[config.mk]
export PLATFORM = sky130hd
export DESIGN_NAME = regfile_write_arbiter
export DESIGN_NICKNAME = d
export VERILOG_FILES = /design/src/rtl/regfile_pkg.sv /design/src/rtl/rr_pick.sv /design/src/rtl/regfile_write_arbiter.sv
export SDC_FILE = /design/constraint.sdc
export NUM_CORES = 1
export LEC_CHECK = 0
export ABC_AREA = 1
export BUFFER_PORTS_ARGS = -buffer_cell sky130_fd_sc_hd__buf_2
export CORE_ASPECT_RATIO = 0.75
export CORE_MARGIN = 2
export CORE_UTILIZATION = 30
export DETAILED_ROUTE_END_ITERATION = 6
export GPL_TIMING_DRIVEN = 0
export PLACE_DENSITY = 0.62
export SLEW_MARGIN = 5
export SYNTH_ARGS = -nofsm -noshare
export SYNTH_HDL_FRONTEND = slang
export SYNTH_HIERARCHICAL = 1
export SYNTH_SLANG_ARGS = --single-unit
export TNS_END_PERCENT = 10
[constraint.sdc]
create_clock -name Clk -period 2.34 [get_ports Clk]
set_input_delay 0.117 -clock Clk [delete_from_list [all_inputs] [get_ports Clk]]
set_output_delay 0.117 -clock Clk [all_outputs]
set_load 0.01 [all_outputs]
[src/rtl/regfile_pkg.sv]
// Shared constants and types for the LC-3 register file and its write-port arbitration.
package regfile_pkg;

    localparam int unsigned DATA_W = 16;
    localparam int unsigned NREG   = 8;
    localparam int unsigned REG_AW = $clog2(NREG);

    typedef enum logic {ARB, CLEAR} wr_arb_state_t;

endpackage

[src/rtl/rr_pick.sv]
// Combinational round-robin picker: one-hot grant to the first request at or above
// i_ptr, wrapping from N-1 to 0.
module rr_pick #(
    parameter int unsigned N     = 3,
    parameter int unsigned PTR_W = (N > 1) ? $clog2(N) : 1
) (
    input  logic [N-1:0]     i_req,
    input  logic [PTR_W-1:0] i_ptr,
    output logic [N-1:0]     o_gnt
);

    logic             w_found;
    logic [PTR_W-1:0] w_idx;

    always_comb begin
        o_gnt   = '0;
        w_found = 1'b0;
        w_idx   = '0;
        for (int k = 0; k < int'(N); k++) begin
            w_idx = PTR_W'((int'(i_ptr) + k) % int'(N));
            if (!w_found && i_req[w_idx]) begin
                o_gnt[w_idx] = 1'b1;
                w_found      = 1'b1;
            end
        end
    end

endmodule

[src/rtl/regfile_write_arbiter.sv]
// Round-robin arbitration of the register-file write port among NREQ requesters, plus a
// hardware clear sequence that zeroes every register. All register-file outputs are registered.
module regfile_write_arbiter
    import regfile_pkg::*;
#(
    parameter int unsigned NREQ = 3
) (
    input  logic                   Clk,
    input  logic                   Reset,
    input  logic [NREQ-1:0]        Req_Valid,
    input  logic [NREQ*REG_AW-1:0] Req_DR,
    input  logic [NREQ*DATA_W-1:0] Req_Data,
    output logic [NREQ-1:0]        Req_Ready,
    input  logic                   Clear_Start,
    output logic                   Clear_Busy,
    output logic                   Ld_REG,
    output logic [REG_AW-1:0]      DRMUX,
    output logic [DATA_W-1:0]      In
);

    localparam int unsigned PTR_W = (NREQ > 1) ? $clog2(NREQ) : 1;

    wr_arb_state_t     r_state;
    logic [PTR_W-1:0]  r_rr_ptr;
    logic [REG_AW-1:0] r_clr_cnt;
    logic              r_ld;
    logic [REG_AW-1:0] r_drmux;
    logic [DATA_W-1:0] r_in;
    logic              r_busy;

    logic [NREQ-1:0]   w_gnt;
    logic [NREQ-1:0]   w_ready;
    logic              w_xfer;
    logic [PTR_W-1:0]  w_gidx;
    logic [PTR_W-1:0]  w_next_ptr;
    logic [REG_AW-1:0] w_dr;
    logic [DATA_W-1:0] w_data;

    rr_pick #(
        .N     (NREQ),
        .PTR_W (PTR_W)
    ) u_rr_pick (
        .i_req (Req_Valid),
        .i_ptr (r_rr_ptr),
        .o_gnt (w_gnt)
    );

    // Clear_Start wins over requests, and nothing is granted while Reset is held.
    assign w_ready   = (r_state == ARB && !Clear_Start && !Reset) ? w_gnt : '0;
    assign Req_Ready = w_ready;
    assign w_xfer    = |(w_ready & Req_Valid);

    always_comb begin
        w_gidx = '0;
        w_dr   = '0;
        w_data = '0;
        for (int i = 0; i < int'(NREQ); i++) begin
            if (w_ready[i]) begin
                w_gidx = PTR_W'(i);
                w_dr   = Req_DR[i*REG_AW +: REG_AW];
                w_data = Req_Data[i*DATA_W +: DATA_W];
            end
        end
    end

    assign w_next_ptr = (w_gidx == PTR_W'(NREQ - 1)) ? '0 : w_gidx + 1'b1;

    always_ff @(posedge Clk) begin
        if (Reset) begin
            r_state   <= ARB;
            r_rr_ptr  <= '0;
            r_clr_cnt <= '0;
            r_ld      <= 1'b0;
            r_drmux   <= '0;
            r_in      <= '0;
            r_busy    <= 1'b0;
        end else begin
            case (r_state)
                ARB: begin
                    if (Clear_Start) begin
                        r_state   <= CLEAR;
                        r_clr_cnt <= '0;
                        r_busy    <= 1'b1;
                        r_ld      <= 1'b0;
                    end else if (w_xfer) begin
                        r_ld     <= 1'b1;
                        r_drmux  <= w_dr;
                        r_in     <= w_data;
                        r_rr_ptr <= w_next_ptr;
                    end else begin
                        r_ld <= 1'b0;
                    end
                end
                CLEAR: begin
                    r_ld      <= 1'b1;
                    r_drmux   <= r_clr_cnt;
                    r_in      <= '0;
                    r_clr_cnt <= r_clr_cnt + 1'b1;
                    if (r_clr_cnt == REG_AW'(NREG - 1)) begin
                        r_state <= ARB;
                        r_busy  <= 1'b0;
                    end
                end
                default: r_state <= ARB;
            endcase
        end
    end

    assign Ld_REG     = r_ld;
    assign DRMUX      = r_drmux;
    assign In         = r_in;
    assign Clear_Busy = r_busy;

endmodule

; Word-level counts from Yosys, hierarchy flattened
; Index checks and enable logic that the tools add are counted.
[classes]
div = 3
n_reduce_logical = 15
eq_ne = 6
n_shift = 0
n_bitwise = 5
magnitude_cmp = 6
n_mux = 44
mul = 0
n_addsub = 4
[ops]
columns = operator, n
row1 = $mux 16, 5
row2 = $mod 32x3->32 const B, 2
row3 = $mod 3x3->32 const B, 1
row4 = $pmux 16 s2, 1
row5 = $mux 3, 10
row6 = $mux 1, 15
row7 = $pmux 3 s2, 2
row8 = $lt 2x3->1 const B, 3
row9 = $logic_and 1x1->1, 7
row10 = $bmux 1 s2, 3
row11 = $demux 1 s2, 3
row12 = $ge 2x1->1 const B, 3
row13 = $ne 2x2->1 const B, 3
row14 = $or 3x3->3, 2
row15 = $pmux 1 s2, 3
row16 = $logic_not 1->1, 4
row17 = $mux 2, 2
row18 = $reduce_and 2->1, 2
row19 = $add 2x1->3 const B, 1
row20 = $add 2x2->3 const B, 1
row21 = $add 3x1->3 const B, 1
row22 = $and 3x3->3, 1
row23 = $eq 3x3->1 const B, 1
row24 = $reduce_and 3->1, 1
row25 = other kinds (5), 6
[word_totals]
regBits = 27
mem_bits_ro = 0
ramBits = 0
elab_cells = 90
n_memories = 0
latch_bits = 0
inputBits = 63
output_inout_bits = 24

; Longest topological paths before layout
; Gate-level depths: netlist of the first run.
[logic_depth]
depth_word = 17
mapped_depth = 17
mapped_depth_nobuf = 17

; By module
; The synthesis of the first run kept the hierarchy.
[by_module_without_submodules]
columns = mod, n_inst, area_per_inst_um2, cells_per_inst, seq_area_each_um2
row1 = regfile_write_arbiter, 1, 1589.0, 223, 540.5
row2 = rr_pick, 1, 232.7, 42, 0.0

; Worst setup path after synthesis of the first run
; OpenSTA, ideal clock, no wires.
[synth_path]
path_kind = reg-to-reg
startpoint = register r_rr_ptr[0]
endpoint = register r_in[11], in the netlist In[11]
setup_time_ns = 0.069
path_slack_ns = 0.098
stages_incl_launch_ff = 16
required_time_ns = 2.271
path_buffers = 1
t_arrival_ns = 2.173
period_less_slack_ns = 2.242
cell_sequence = dfxtp_1 inv_1 ha_1 inv_1 nand2_1 nand3_1 nand2_1 inv_1 nand3_1 nand3b_1 nand4_1 nand3_4 nor2_8 buf_8 nand2_1 a21oi_2
[synth_via]
word_cells_on_any_way = 48
classes_between = 2 x add/sub / 3 x div / 6 x order compare / 1 x eq/ne / 24 x mux / 3 x bitwise / 9 x reduce/logical
[synth_lines]
columns = element, line
row1 = start: declaration, regfile_write_arbiter.sv:24  ; logic [PTR_W-1:0] r_rr_ptr;
row2 = start signal: assignment, regfile_write_arbiter.sv:89  ; r_rr_ptr <= w_next_ptr;
row3 = $add 2x1->3 / $mod 3x3->32 (equally long branches), rr_pick.sv:20  ; w_idx = PTR_W'((int'(i_ptr) + k) % int'(N));
row4 = "$mod 32x3->32, or another cell as far along", rr_pick.sv:20
row5 = "$lt 2x3->1 (implied by the code), or another cell as far along", rr_pick.sv:22  ; o_gnt[w_idx] = 1'b1;
row6 = "$logic_and 1x1->1 (implied by the code), or another cell as far along", rr_pick.sv:22
row7 = "$mux 1 (implied by the code), or another cell as far along", rr_pick.sv:22
row8 = "$demux 1 s2, or another cell as far along", -
row9 = $or 3x3->3 (no source line) / $mux 1 (equally long branches), -
row10 = $mux 3 / $logic_not 1->1 (equally long branches), rr_pick.sv:21  ; if (!w_found && i_req[w_idx]) begin
row11 = $or 3x3->3 (no source line) / $logic_and 1x1->1 (equally long branches), -
row12 = $mux 3 *, rr_pick.sv:21
row13 = net w_gnt[2], regfile_write_arbiter.sv:31  ; logic [NREQ-1:0] w_gnt;
row14 = $mux 3 *, regfile_write_arbiter.sv:49  ; assign w_ready = (r_state == ARB && !Clear_Start && !Reset) ? w_gnt : '0;
row15 = $mux 16 / $and 3x3->3 (equally long branches), "regfile_write_arbiter.sv:58, regfile_write_arbiter.sv:51"
row16 = $mux 16 / $reduce_or 3->1 (equally long branches), "regfile_write_arbiter.sv:85, regfile_write_arbiter.sv:51"
row17 = $mux 16 / $ne 2x2->1 (equally long branches), -
row18 = $pmux 16 s2 / $reduce_and 2->1 (equally long branches), -
row19 = end signal: assignment, regfile_write_arbiter.sv:88  ; r_in <= w_data;
row20 = end: declaration, regfile_write_arbiter.sv:28  ; logic [DATA_W-1:0] r_in;
; Mark *: on every way through the listed nets, which the timed path passes. The rest lies on a longest branch. The select of a mux whose other input is x is not followed.
; A chain may end at the register's enable or synchronous reset.

; Worst setup path in the final report of the first run
[layout_path]
startpoint = register r_rr_ptr[0]
endpoint = output port Req_Ready[2]
[layout_via]
elab_chain_len = 11
word_cells_on_any_way = 38
classes_between = 2 x add/sub / 3 x div / 6 x order compare / 18 x mux / 2 x bitwise / 7 x reduce/logical
[layout_lines]
columns = element, line
row1 = $add 2x1->3 / $mod 3x3->32 (equally long branches), rr_pick.sv:20
row2 = "$mod 32x3->32, or another cell as far along", rr_pick.sv:20
row3 = "$lt 2x3->1 (implied by the code), or another cell as far along", rr_pick.sv:22
row4 = "$logic_and 1x1->1 (implied by the code), or another cell as far along", rr_pick.sv:22
row5 = "$mux 1 (implied by the code), or another cell as far along", rr_pick.sv:22
row6 = "$demux 1 s2, or another cell as far along", -
row7 = $or 3x3->3 (no source line) / $mux 1 (equally long branches), -
row8 = $mux 3 / $logic_not 1->1 (equally long branches), rr_pick.sv:21
row9 = $or 3x3->3 (no source line) / $logic_and 1x1->1 (equally long branches), -
row10 = $mux 3 *, rr_pick.sv:21
row11 = net w_gnt[2], regfile_write_arbiter.sv:31
row12 = $mux 3 *, regfile_write_arbiter.sv:49
row13 = end: declaration, regfile_write_arbiter.sv:13  ; output logic [NREQ-1:0] Req_Ready,
; Marks and branches as above.

==> results of run 1 <==
## cell usage in the layout (no fill, tap or decap), types with 3 or more instances in the layout
cell type | Yosys | routed
nand2_1 | 109 | 99
buf_2 | 0 | 85
nand3_1 | 33 | 27
dfxtp_1 | 27 | 25
inv_1 | 18 | 14
buf_4 | 2 | 14
nand2_2 | 5 | 13
a21oi_1 | 12 | 10
buf_6 | 5 | 9
nand3_2 | 1 | 7
nand4_1 | 7 | 7
a21oi_2 | 4 | 6
nor2_1 | 6 | 6
inv_4 | 1 | 5
nor2_8 | 4 | 4
nand2_4 | 2 | 4
a31oi_1 | 4 | 4
ha_1 | 6 | 4
o21ai_0 | 4 | 3
clkbuf_8 | 0 | 3
inv_2 | 3 | 3
## registers in the layout, indices dropped and copies added (netlist names)
register    cells
In             16
r_clr_cnt       3
Clear_Busy      1
Ld_REG          1
DRMUX           3
r_state         1
r_rr_ptr        2
## worst reg2reg max path, stage by stage (launching register included)
cell	delay, ns
dfxtp_4	0.39
inv_4	0.05
ha_4	0.30
buf_6	0.10
buf_4	0.09
nand3_2	0.07
nand3b_1	0.16
nand3b_1	0.19
nand3_2	0.18
nand2_4	0.13
nor2_8	0.05
buf_12	0.13
nand3_1	0.07
nand3_1	0.08
nor2_1	0.11
nor2_1	0.05
## worst min-delay path by stage
| stage | endpoint | cells past startpoint | slack, ns |
|---|---|---|---|
| 4_1_cts | In[15] | 2 | 0.09 |
| 2_1_floorplan | Clear_Busy | 2 | 0.26 |
| 3_5_place_dp | In[15] | 2 | 0.39 |
| 3_3_place_gp | In[15] | 2 | 0.39 |
| 5_1_grt | In[15] | 2 | 0.09 |
| 6_report | In[2] | 2 | 0.1 |
## logic make-up after synthesis
logic type                 share of synthesized area
DFF                                            0.297
AOI/OAI and AO/OA                             0.0948
adders and majority gates                     0.0412
and+or+nand+nor                                0.464
buffers and inverters                          0.103
## layout make-up
class / instances / area, um2
Buffer: 10 / 105
Clock buffer: 3 / 41.3
Clock inverter: 1 / 5.00
Fill cell: 630 / 3130
Inverter: 23 / 104
Multi-Input combinational cell: 205 / 1190
Sequential cell: 27 / 546
Tap cell: 78 / 97.6
Timing Repair Buffer: 104 / 609
## routing by layer
metal | routed length [um] | track usage | part of all wire
met1 | 2750 | 0.242 | 0.47
met2 | 2710 | 0.252 | 0.46
met3 | 338 | 0.0368 | 0.058
met4 | 48 | 0.0306 | 0.0082
met5 | 0 | 0 | 0
## power groups by stage
stage,Clock (mW),Sequential (mW),Combinational (mW)
global route,0.294,0.494,0.524
CTS,0.278,0.490,0.393
finish,0.268,0.491,0.485
detailed placement,0,0.499,0.355
global placement,0,0.499,0.348
floorplan,0,0.504,0.225
## stage by stage
step / instances / cell area (um2)
2_1_floorplan: 265 / 1820
3_3_place_gp: 428 / 2340
3_5_place_dp: 428 / 2340
4_1_cts: 442 / 2500
5_1_grt: 451 / 2700
6_report: 451 / 2700
## cells in the mapped netlist
cell	n
dfxtp_1	27
inv_4	1
buf_8	1
nor2_4	1
clkbuf_1	2
nand3_4	2
nand4_1	7
nand3_1	33
nor2_8	4
inv_2	3
nor2_1	6
nand2_2	5
clkinv_4	1
a21oi_1	12
a21oi_4	1
ha_1	6
a31oi_1	4
o22ai_1	1
a21oi_2	4
inv_1	18
buf_6	5
nand2_1	109
nand2_4	2
o21ai_0	4
a32o_1	1
nand3b_1	2
nand3_2	1
buf_4	2
## what timing repair did
item	in CTS	in global routing
setup buffers	10	7
setup endpoints to repair	23	22
gates cloned	0	2
pin swaps	7	17
resized for setup	7	35
==> results.toml, run 1 <==
[sta]
slew_violations = 0
skew_ns = 0.00633
finalSetupViolations = 0
hold_slack_ns = 0.0991
relSlewSlack = 0.588
finalHoldViolations = 0
period_share = 0.976
maxClockFrequency_ghz = 0.438
worst_pin_slew_ns = 0.617
tns_ns = 0
postLayoutSetupSlackWorst_ns = 0.0561
period_needed_ns = 2.28
rsz0062_at_grt = "yes"

[grt]
grt_pass1_vias = 1803
grt_pass1_wl_um = 8740
grt_start_max_net_pins = 16
antenna_found_initial = 0
track_usage = 0.165
overflow = 0

[placement]
place.gp.congestion = 0.845
hpwl_um = 4280
port_buffers = 85
placement.setup.worst_slack_ns = -0.288

[power]
power.density_nw_per_um2 = 461
swShare = 0.341
seqPwrFrac = 0.395
power.switching_mw = 0.425
clockPowerShare = 0.215
finalPower_mw = 1.24
intPower_mw = 0.819
p_leak_nw = 1.36
vdd_drop_max_mv = 0.212
power_frac_comb = 0.390

[setup_path]
max_stage_delay_ns = 0.39
crit_slowest_cell = "dfxtp_4"
rr_worst_depth = 15
worstReg2RegEnd = "DRMUX[2]"
cp-start-kind = "flop"
worst-path-buf-inv = 6
cp.arrival_ns = 2.17
critPathCapture = "Req_Ready[2]"
cp_max_fo = 10
worstPathCellList = "inv_4 -> ha_4 -> buf_6 -> buf_4 -> nand3_2 -> nand3b_1 -> nand3b_1 -> nand3_2 -> inv_4 -> buf_6 -> buf_2"
critPathTopFamily = "simple AND/OR/NAND/NOR gates"
critPathRequiredTime_ns = 2.22
r2r_start = "r_rr_ptr[0]"
setup.worst_path.end_class = "output port"
rrSetupSlack_ns = 0.07
path_depth = 11
crit_type = "reg -> out"
crit_start = "r_rr_ptr[0]"

[cells_and_area]
utilization = 0.463
syn_to_final_growth_pct = 48.1
drive_gt1_frac = 0.448
num_antenna_cells = 0
final_nets = 443

[die]
die_w_um = 94.0
design.core.area_um2 = 5830
start_util = 0.313
die_h_um = 71.5
io-pin-count = 87
fp-row-count = 24
dieArea_um2 = 6720

[logic_synthesis]
syn_avg_cell_area_um2 = 6.87
synth_warnings = 6
synth_cell_types = 28
synth_cells = 265
seq_area_frac_synth = 0.297
synth_top_area_frac = 0.297
synth.ff_latch_count = 27
synth_area_leaders = "dfxtp_1, nand2_1, nand3_1"
synthesis.area_um2 = 1820
synth_fp_nets = 334
yosys.area.top_type = "dfxtp_1"

[run_status]
status = "completed"

[detailed_routing]
drc = 0
drt-total-wl_um = 5850
routed_via_density = 4.70
drtPass1Iterations = 4
drt-initial-drc-count = 106
wire_per_inst_um = 13.0
antenna_left = 0
vias = 2119

[clocking]
clockBufferDepth = 2
ctsHoldBuffers = 0
clock_latency_ns = 0.27
cts_buffers = 3
clock-root-buffer = "clkbuf_8"
ctsHtreeMaxLevel = 1
cts_tree = "built"
clock-sinks = 27
clkTransAtPathRegs_ns = 0.10

[job]
cap_violations = 0

[worst_hold_path]
hold_start = "Reset"
worstHoldPathType = "in -> reg"
(Power assumes the default switching activity.)
==> run 2, diff against run 1 <==
--- a/config.mk
+++ b/config.mk
@@ -7,7 +7,7 @@
 export LEC_CHECK = 0
 export ABC_AREA = 1
 export BUFFER_PORTS_ARGS = -buffer_cell sky130_fd_sc_hd__buf_2
-export CORE_ASPECT_RATIO = 0.75
+export CORE_ASPECT_RATIO = 0.7
 export CORE_MARGIN = 2
 export CORE_UTILIZATION = 30
 export DETAILED_ROUTE_END_ITERATION = 6
==> run 2 against run 1 <==
Net effect: register-to-register slack worse by 0.02 ns; final area rose by 0.14%; non-clock buffer count shrank 2; first-iteration DRC count increased by 14%; count of clock-buffer cells in the layout increased by 1; power shrank 1.6%; core utilization is 0.40 points higher; global-route usage down 0.71 points; hold slack lost 0.00066 ns; critical endpoint is now In[1]; largest cell class unchanged; largest power group unchanged; highest routed layer unchanged.
==> results.toml, run 2 (synthesized netlist as in run 1, its figures left out) <==
[job]
cap_violations = 0

[detailed_routing]
drt-initial-drc-count = 121
antenna_left = 0
drtPass1Iterations = 4
vias = 2106
drt-total-wl_um = 5890
drc = 0
wire_per_inst_um = 13.2
routed_via_density = 4.72

[grt]
overflow = 0
grt_start_max_net_pins = 15
antenna_found_initial = 0
grt_pass1_vias = 1815
grt_pass1_wl_um = 8870
track_usage = 0.158

[setup_path]
cp.arrival_ns = 2.50
setup.worst_path.end_class = "flop"
cp_max_fo = 6
cpMostUsedCell = "inv_4"
r2r_start = "r_rr_ptr[0]"
crit_type = "reg -> reg"
crit_start = "r_rr_ptr[0]"
rrSetupSlack_ns = 0.05
max_stage_delay_ns = 0.39
worst-path-buf-inv = 4
critPathRequiredTime_ns = 2.54
crit_slowest_cell = "dfxtp_4"
critPathTopFamily = "simple AND/OR/NAND/NOR gates"
cp-start-kind = "flop"
worstPathCellList = "inv_4 -> ha_4 -> inv_4 -> nand2_2 -> nand3_2 -> nand2_4 -> inv_4 -> nand3_2 -> nand3b_1 -> nand4_1 -> nand3_4 -> nor2_8 -> clkbuf_16 -> nand2_2 -> a31oi_1"

[cells_and_area]
num_antenna_cells = 0
final_common_cell = "nand2_1"
final_cell_mix = "nand2_1, buf_2, nand3_1"
final_cells = 446
largest_reg_flops = 16
final_nets = 441
syn_to_final_growth_pct = 48.4
drive_gt1_frac = 0.426

[sta]
maxClockFrequency_ghz = 0.436
tns_ns = 0
postLayoutSetupSlackWorst_ns = 0.0459
relSlewSlack = 0.592
period_needed_ns = 2.29
hold_slack_ns = 0.0985
slew_violations = 0
skew_ns = 0.00234
finalHoldViolations = 0
worst_pin_slew_ns = 0.613
rsz0062_at_grt = "yes"
finalSetupViolations = 0
period_share = 0.980

[die]
design.core.area_um2 = 5780
io-pin-count = 87
fp-row-count = 23
dieArea_um2 = 6720
die_w_um = 97.1
die_h_um = 69.2
start_util = 0.315

[clocking]
clock-sinks = 27
cts_buffers = 3
clockBufferDepth = 2
ctsHtreeMaxLevel = 1
cts_tree = "built"
clock_latency_ns = 0.27
clock-root-buffer = "clkbuf_8"
ctsHoldBuffers = 0
clkTransAtPathRegs_ns = 0.09

[placement]
place_inst = 425
port_buffers = 85
placement.setup.worst_slack_ns = -0.274
place.gp.congestion = 0.841
hpwl_um = 4380

[power]
power.density_nw_per_um2 = 453
finalPower_mw = 1.22
p_leak_nw = 1.35
vdd_drop_max_mv = 0.275

[worst_hold_path]
hold_start = "Reset"
worstHoldPathType = "in -> reg"

[run_status]
status = "completed"
-- run 2: path summary, 6_finish.rpt --
path | end | cells past startpoint
min reg2reg | In[4] | 2
max reg2reg | In[1] | 15
max | In[1] | 15
min | In[0] | 2
-- run 2: layout make-up --
cell class	count	area, um2
Inverter	23	106
Multi-Input combinational cell	205	1170
Fill cell	570	3080
Sequential cell	27	548
Timing Repair Buffer	102	627
Clock buffer	4	45.0
Tap cell	75	93.8
Buffer	10	109
-- run 2: timing repair --
action / in CTS / in global routing
setup buffers: 10 / 4
endpoints found under the hold margin: 0 / 0
endpoints found under the setup margin: 22 / 23
resized for setup: 8 / 32
pin swaps: 8 / 23
gates cloned: 0 / 3
-- run 2: per-stage QoR --
step,cell area [um2],utilization
2_1_floorplan,1820,-
3_3_place_gp,2340,0.405
3_5_place_dp,2340,0.405
4_1_cts,2520,0.435
5_1_grt,2700,0.467
6_report,2700,0.467
-- run 2: power by group --
group	internal, mW	leakage (nW)	switching [mW]
combinational	0.214	1.11	0.257
clock	0.122	0.0228	0.138
sequential	0.478	0.221	0.0140
-- run 2: per-layer routing --
metal / global-route usage / up-vias / part of all wire
met4: 0.0188 / 0 / 0.0046
met1: 0.234 / 962 / 0.48
met5: 0 / - / 0
li1: - / 1073 / -
met3: 0.0343 / 4 / 0.058
met2: 0.243 / 67 / 0.46
-- run 2: worst reg2reg max path, delay by kind of cell (launching register included) --
kind	cells	cell delay (ns)
DFF	1	0.39
AOI/OAI and AO/OA	1	0.15
adders and majority gates	1	0.30
and+or+nand+nor	9	1.09
buffers and inverters	4	0.30
